$ cat src/rtl/uart_rx_sampler.sv
// uart_rx_sampler: synchronises and majority-filters the UART RX line, flags start edges,
// and times the mid-bit sample strobe while the receive controller holds count_sig.
module uart_rx_sampler #(
    parameter int CLK_FREQ = 50000000,
    parameter int BAUD     = 9600,
    parameter int CNT_W    = 16
) (
    input  logic clk,
    input  logic rst,
    input  logic rx_pin,
    input  logic count_sig,
    output logic h2l_sig,
    output logic rx_pin_in,
    output logic bps_clk,
    output logic start_err
);
    localparam int DIV = CLK_FREQ / BAUD;
    localparam int HALF = DIV / 2;
    localparam logic [CNT_W-1:0] LAST = CNT_W'(DIV - 1);
    localparam logic [CNT_W-1:0] MID = CNT_W'(HALF - 1);

    if (DIV < 4 || ((DIV - 1) >> CNT_W) != 0) begin : g_bad_cfg
        $error("uart_rx_sampler: DIV must be >= 4 and fit in CNT_W bits");
    end

    logic [1:0] sync_q, sync_d;
    logic [2:0] hist_q, hist_d;
    logic rx_in_q, rx_in_d, h2l_q, h2l_d, bps_q, bps_d, serr_q, serr_d, first_q, first_d;
    logic [CNT_W-1:0] cnt_q, cnt_d;
    logic maj, mid;

    always_comb begin
        maj     = (hist_q[0] & hist_q[1]) | (hist_q[0] & hist_q[2]) | (hist_q[1] & hist_q[2]);
        mid     = cnt_q == MID;
        sync_d  = {sync_q[0], rx_pin};
        hist_d  = {hist_q[1:0], sync_q[1]};
        rx_in_d = maj;
        h2l_d   = ~count_sig & rx_in_q & ~maj;
        cnt_d   = !count_sig ? '0 : (cnt_q == LAST ? '0 : cnt_q + CNT_W'(1));
        bps_d   = count_sig & mid;
        serr_d  = count_sig & first_q & mid & rx_in_q;
        first_d = !count_sig ? 1'b1 : (mid ? 1'b0 : first_q);
    end

    always_ff @(posedge clk) begin
        if (rst) begin
            sync_q  <= 2'b11;
            hist_q  <= 3'b111;
            rx_in_q <= 1'b1;
            h2l_q   <= 1'b0;
            bps_q   <= 1'b0;
            serr_q  <= 1'b0;
            cnt_q   <= '0;
            first_q <= 1'b1;
        end else begin
            sync_q  <= sync_d;
            hist_q  <= hist_d;
            rx_in_q <= rx_in_d;
            h2l_q   <= h2l_d;
            bps_q   <= bps_d;
            serr_q  <= serr_d;
            cnt_q   <= cnt_d;
            first_q <= first_d;
        end
    end

    assign h2l_sig   = h2l_q;
    assign rx_pin_in = rx_in_q;
    assign bps_clk   = bps_q;
    assign start_err = serr_q;
endmodule

$ cat config.mk
export PLATFORM = sky130hd
export DESIGN_NAME = uart_rx_sampler
export DESIGN_NICKNAME = d
export VERILOG_FILES = /design/src/rtl/uart_rx_sampler.sv
export SDC_FILE = /design/constraint.sdc
export NUM_CORES = 1
export LEC_CHECK = 0
export CELL_PAD_IN_SITES_DETAIL_PLACEMENT = 0
export CELL_PAD_IN_SITES_GLOBAL_PLACEMENT = 1
export CORE_MARGIN = 2
export CORE_UTILIZATION = 42
export DETAILED_ROUTE_END_ITERATION = 8
export PLACE_DENSITY_LB_ADDON = 0.1
export SLEW_MARGIN = 20
export SYNTH_ARGS = -nofsm -noshare
export SYNTH_HDL_FRONTEND = slang
export SYNTH_SLANG_ARGS = --single-unit
$ cat constraint.sdc
create_clock -name clk -period 2.3 [get_ports clk]
set_clock_uncertainty 0.2 [all_clocks]
set_input_delay 0.345 -clock clk [delete_from_list [all_inputs] [get_ports clk]]
set_output_delay 0.345 -clock clk [all_outputs]
set_load 0.02 [all_outputs]
## Word level (Yosys, flattened, before mapping)

Cells that the tools add are included.

- Bits in writable memories: 0
- ROM bits: 0
- Bits in latches: 0
- Logic and storage cells: 26
- Input bits: 4
- Register bits after elaboration: 26
- Memories kept: 0

- Muxes and demuxes: 0
- Reduce and logical (&&, ||, !) cells: 2
- Div/mod/pow operators: 0
- Order comparisons: 0
- Equal/unequal tests: 2
- Multiply operators: 0
- Shift-type cells: 0
- Bitwise operators: 13
- Add/sub/neg operators: 1

Operators by type and width:

| cell | number |
|---|---|
| $add 16x1->16 const B | 1 |
| $eq 16x12->1 const B | 1 |
| $eq 16x13->1 const B | 1 |
| $and 1x1->1 | 9 |
| $reduce_or 3->1 | 1 |
| $not 1->1 | 2 |
| $or 1x1->1 | 2 |
| $reduce_or 2->1 | 1 |

## Logic depth before layout (Yosys ltp)

- Word-level depth: 5
- Gate-level depth with buffers: 6
- Depth with buffers taken out: 5

## Worst setup path before layout

OpenSTA, ideal clock, no wires.

- Path kind: register -> register
- From: reg cnt_q[0]
- To: reg cnt_q[7]
- Arrival: 1.544 ns
- Clock period less this slack: 1.858 ns
- Required time: 1.985 ns
- Path buffers: 1
- Path slack: 0.442 ns
- Setup time: 0.115 ns
- Cell stages (with the launch flop): 7
- Cell sequence: dfxtp_1 > ha_1 > nor4bb_1 > nand3_1 > o31ai_4 > buf_6 > nor2_1

- Longest elaborated chain between the ends: 2
- Elaborated cells on any way between the ends: 3

RTL lines:

| element | RTL line | RTL |
|---|---|---|
| start: declaration | 29 | `logic [CNT_W-1:0] cnt_q, cnt_d;` |
| start signal: assignment | 62 | `cnt_q <= cnt_d;` |
| branches (longest 2 deep; another with $add 16x1->16) | -- |  |

Parallel ways; which one is timed is not known.
A chain may end at the register's enable or synchronous reset.

## Final worst setup path

- From: reg cnt_q[0]
- To: reg cnt_q[11]

Same word-level chain as after synthesis.

==> qor.csv <==
stage;metric;value;unit
yosys;Gate Count Post-Synth;111;
yosys;average size of a mapped cell;9.42;um2
pwr;Net Sw Frac;0.201;
clocking;maximum number of buffers from clock root to sink;2;
pwr;Internal Pwr Total;563;uW
placed_design;Final HPWL DP;1260;um
yosys;Warnings, synthesis;0;
placed_design;Port-buffer cells;7;
timing;transition time at the pin with the least slew margin;0.373;ns
routing;drt wl/cell;11.7;um
timing;final hold slack;0.231;ns
floorplan;Starting Density;0.434;
grt;number of antenna violations at the first check in global routing;0;
routing;via count;732;
grt;number of global-route vias before repair;643;
yosys;sequential fraction of the synthesis area;0.498;
clocking;latest clock arrival within the worst-skew pair;0.31;ns
yosys;Post-Synth Adder-Cell Area;0.0239;
yosys;post-synthesis mux area share;0;
cells_and_area;Multi-input gate area;492;um2
yosys;library cells used by synthesis;25;
timing;Max-slew headroom;0.751;
cells_and_area;footprint of the flip-flops and latches;520;um2
cells_and_area;ratio of cells with drive above 1 in the final layout;0.123;
min_path;min-delay worst type;register to register;
worst_setup_path;cells traversed along the worst timing path;ha_1 > nor4bb_1 > nand3_1 > o31ai_4 > buf_4 > nor2_1;
yosys;xor/xnor cell area share of the yosys netlist;0.117;
cells_and_area;Area Overhead vs Synth;13.4;%
yosys;share of the synthesized area in the top cell type;0.498;
timing;sum of negative setup slack;0;ns
worst_setup_path;worst-case register-to-register setup slack;0.39;ns
timing;final hold violation count;0;
timing;final period demand of the worst path;1.91;ns
cells_and_area;commonest cells after routing, fill and taps aside;sky130_fd_sc_hd__dfxtp_1, sky130_fd_sc_hd__nor2_1, sky130_fd_sc_hd__xnor2_1;
outcome;run status;complete, no violations;
timing;peak clock frequency supported by timing;0.524;GHz
grt;Global Route met3 Usage;0.0333;
cells_and_area;commonest non-fill, non-tap cell in the layout;sky130_fd_sc_hd__dfxtp_1;
yosys;Synth Area in Simple Gates;0.292;
yosys;post-synthesis cell type with the largest combined area;sky130_fd_sc_hd__dfxtp_1;
job;Max Cap Viol;0;
grt;GRT Residual Overflow;0;
yosys;prevailing post-synth register cell;sky130_fd_sc_hd__dfxtp_1;
grt;global-route usage over all layers;0.139;
timing;fin. max-slew vios;0;
grt;largest net degree at the start of global routing;15;
clocking;number of resized instances in the post-cts repair step;0;
floorplan;I/O Pins;8;
routing;DR vias/cell;4.82;
routing;number of DRC violations after detailed routing;0;
pwr;clock group share of total power;0.319;
worst_setup_path;worst r2r path cells;6;
routing;wirelength, routed;1780;um
min_path;count of cells along the worst hold path;1;
clocking;clock-pin slew reported for the worst setup and hold paths after clock tree synthesis;0.13;ns
pwr;Pwr per Cell Area;593;nW/um2
clocking;number of buffers inserted for hold repair after clock tree synthesis;0;
pwr;switching pwr;141;uW
grt;first-pass GRT wire length;2910;um
clocking;CTS tree;built;
pwr;LEAKAGE;0.387;nW
yosys;main area contributors after synthesis;sky130_fd_sc_hd__dfxtp_1, sky130_fd_sc_hd__xnor2_1, sky130_fd_sc_hd__nor2_1;
floorplan;number of cell rows;18;
clocking;number of sinks on the clock net;26;
min_path;Hold Path Sink;sync_q[1];
clocking;number of buffers inserted during clock tree synthesis;3;
floorplan;Die Span Y;53.9;um
worst_setup_path;capturing element type of the critical path;register;
placed_design;routability-driven placement congestion ratio;0.748;
grt;met1 usage;0.183;
timing;endpoints failing setup;0;
routing;number of detailed-routing iterations run before antenna repair;5;
cells_and_area;Antenna Cells;0;
grt;layer with the highest usage;met2;
pwr;worst supply voltage drop on vdd;0.000352;V
floorplan;floorplan die width;53.9;um
worst_setup_path;Worst Path Arrival;1.93;ns
yosys;dominant combinational cell family by area after synthesis;simple AND/OR/NAND/NOR gates;
yosys;fraction of registers with async set or reset after synthesis;0;
cells_and_area;total number of nets in the final design;129;
clocking;H-Tree Depth;1;
worst_setup_path;worst r2r src;cnt_q[0];
cells_and_area;fillcell total;234;
yosys;Yosys reg bits;26;
routing;number of antenna-violating nets in the routed design;0;
yosys;cell area after synthesis;1050;um2
clocking;Root Buffer;sky130_fd_sc_hd__clkbuf_4;
worst_setup_path;worst reg2reg endpoint;cnt_q[11];
yosys;nets in the synthesized netlist;117;
worst_setup_path;longest individual stage delay on the worst path;0.44;ns
timing;part of the cycle the worst path needs;0.830;
worst_setup_path;standard cell with the maximum stage delay on the critical path;sky130_fd_sc_hd__dfxtp_1;
pwr;relative contribution of sequential cells to total power;0.651;
grt;GR Layer Usage met2;0.217;
floorplan;floorplan die area;2910;um2
min_path;Worst Hold Launch;sync_q[0];
worst_setup_path;Setup crit start kind;register;
yosys;number of enable flip-flop cells after synthesis;0;
routing;Starting DRT DRC Count;27;
worst_setup_path;largest fanout of any net on the critical path;9;
pwr;Combinational Power Share;0.030;
worst_setup_path;critical path start-end classification;register to register;
yosys;synthesized-area fraction occupied by ao, oa, aoi and oai cells;0.0371;
worst_setup_path;required time reported for the critical path endpoint;2.32;ns
clocking;setup fix buffers added after clock tree synthesis;0;
timing;RSZ-0062 raised after global routing;false;
floorplan;placeable core area;2410;um2
[synth_stat cells (2+ instances only)]
cell type                  instances
sky130_fd_sc_hd__nand2_1           5
sky130_fd_sc_hd__xnor2_1          11
sky130_fd_sc_hd__inv_1             4
sky130_fd_sc_hd__nor4_1            3
sky130_fd_sc_hd__ha_1              2
sky130_fd_sc_hd__nand3_1           7
sky130_fd_sc_hd__nand4_1           3
sky130_fd_sc_hd__a21oi_1           2
sky130_fd_sc_hd__nor4bb_1          2
sky130_fd_sc_hd__xor2_1            3
sky130_fd_sc_hd__nor3_1            5
sky130_fd_sc_hd__dfxtp_1          26
sky130_fd_sc_hd__nor2_1           22
sky130_fd_sc_hd__or2_2             5
[per-stage QoR]
step | utilization | total power, mW | instances | area, um2 | setup WS, ns
after detailed placement | 0.477 | 0.489 | 148 | 1150 | 0.378
after floorplan | - | 0.479 | 111 | 1050 | 0.442
after global routing | 0.492 | 0.736 | 152 | 1190 | 0.212
after global placement | 0.477 | 0.489 | 148 | 1150 | 0.384
final | 0.492 | 0.704 | 152 | 1190 | 0.391
after CTS | 0.492 | 0.719 | 152 | 1190 | 0.382
[power by group through the flow]
| stage | Combinational [mW] | Clock (mW) | Sequential, mW |
|---|---|---|---|
| 2_1_floorplan | 0.0121 | 0 | 0.467 |
| 3_3_place_gp | 0.0212 | 0 | 0.468 |
| 3_5_place_dp | 0.0213 | 0 | 0.468 |
| 4_1_cts | 0.0215 | 0.239 | 0.458 |
| 5_1_grt | 0.0230 | 0.254 | 0.459 |
| 6_report | 0.0212 | 0.225 | 0.458 |
[metal layers]
layer  wire length [um]  vias to the layer above
li1                   -                      394
met1                916                      324
met2                791                       12
met3                 58                        2
met4                 15                        0
met5                  0                        -
[critical path: cells and delay by family, from the launching register on]
| family | cells | cell delay, ns |
|---|---|---|
| simple gates | 3 | 0.48 |
| flops | 1 | 0.44 |
| compound gates | 1 | 0.28 |
| buf+inv | 1 | 0.21 |
| fa+ha+maj | 1 | 0.21 |
[logic make-up after synthesis]
family          count (synthesis)
buf+inv                         6
flops                          26
simple gates                   59
xor+xnor                       14
fa+ha+maj                       2
compound gates                  4
[layout make-up]
class,instances,area share
clock buffers,4,0.0306
flip-flops and latches,26,0.439
inverters,4,0.0127
multi-input cells,79,0.415
well taps,30,0.0316
repair buffers,9,0.0717
[worst max-delay path by stage]
stage | startpoint | end | slack, ns | cells past startpoint
6_report | cnt_q[0] | cnt_q[11] | 0.39 | 6
5_1_grt | cnt_q[0] | cnt_q[11] | 0.21 | 6
4_1_cts | cnt_q[0] | cnt_q[11] | 0.38 | 6
3_5_place_dp | rst | start_err | 0.38 | 5
3_3_place_gp | cnt_q[0] | cnt_q[11] | 0.38 | 6
2_1_floorplan | cnt_q[0] | cnt_q[7] | 0.44 | 6
[registers in the layout, summed over array words and instances, names as in the netlist]
| name | count |
|---|---|
| start_err | 1 |
| rx_pin_in | 1 |
| hist_q | 3 |
| first_q | 1 |
| h2l_sig | 1 |
| cnt_q | 16 |
| sync_q | 2 |
| bps_clk | 1 |
Note: power is estimated with default switching activity, not from simulation.
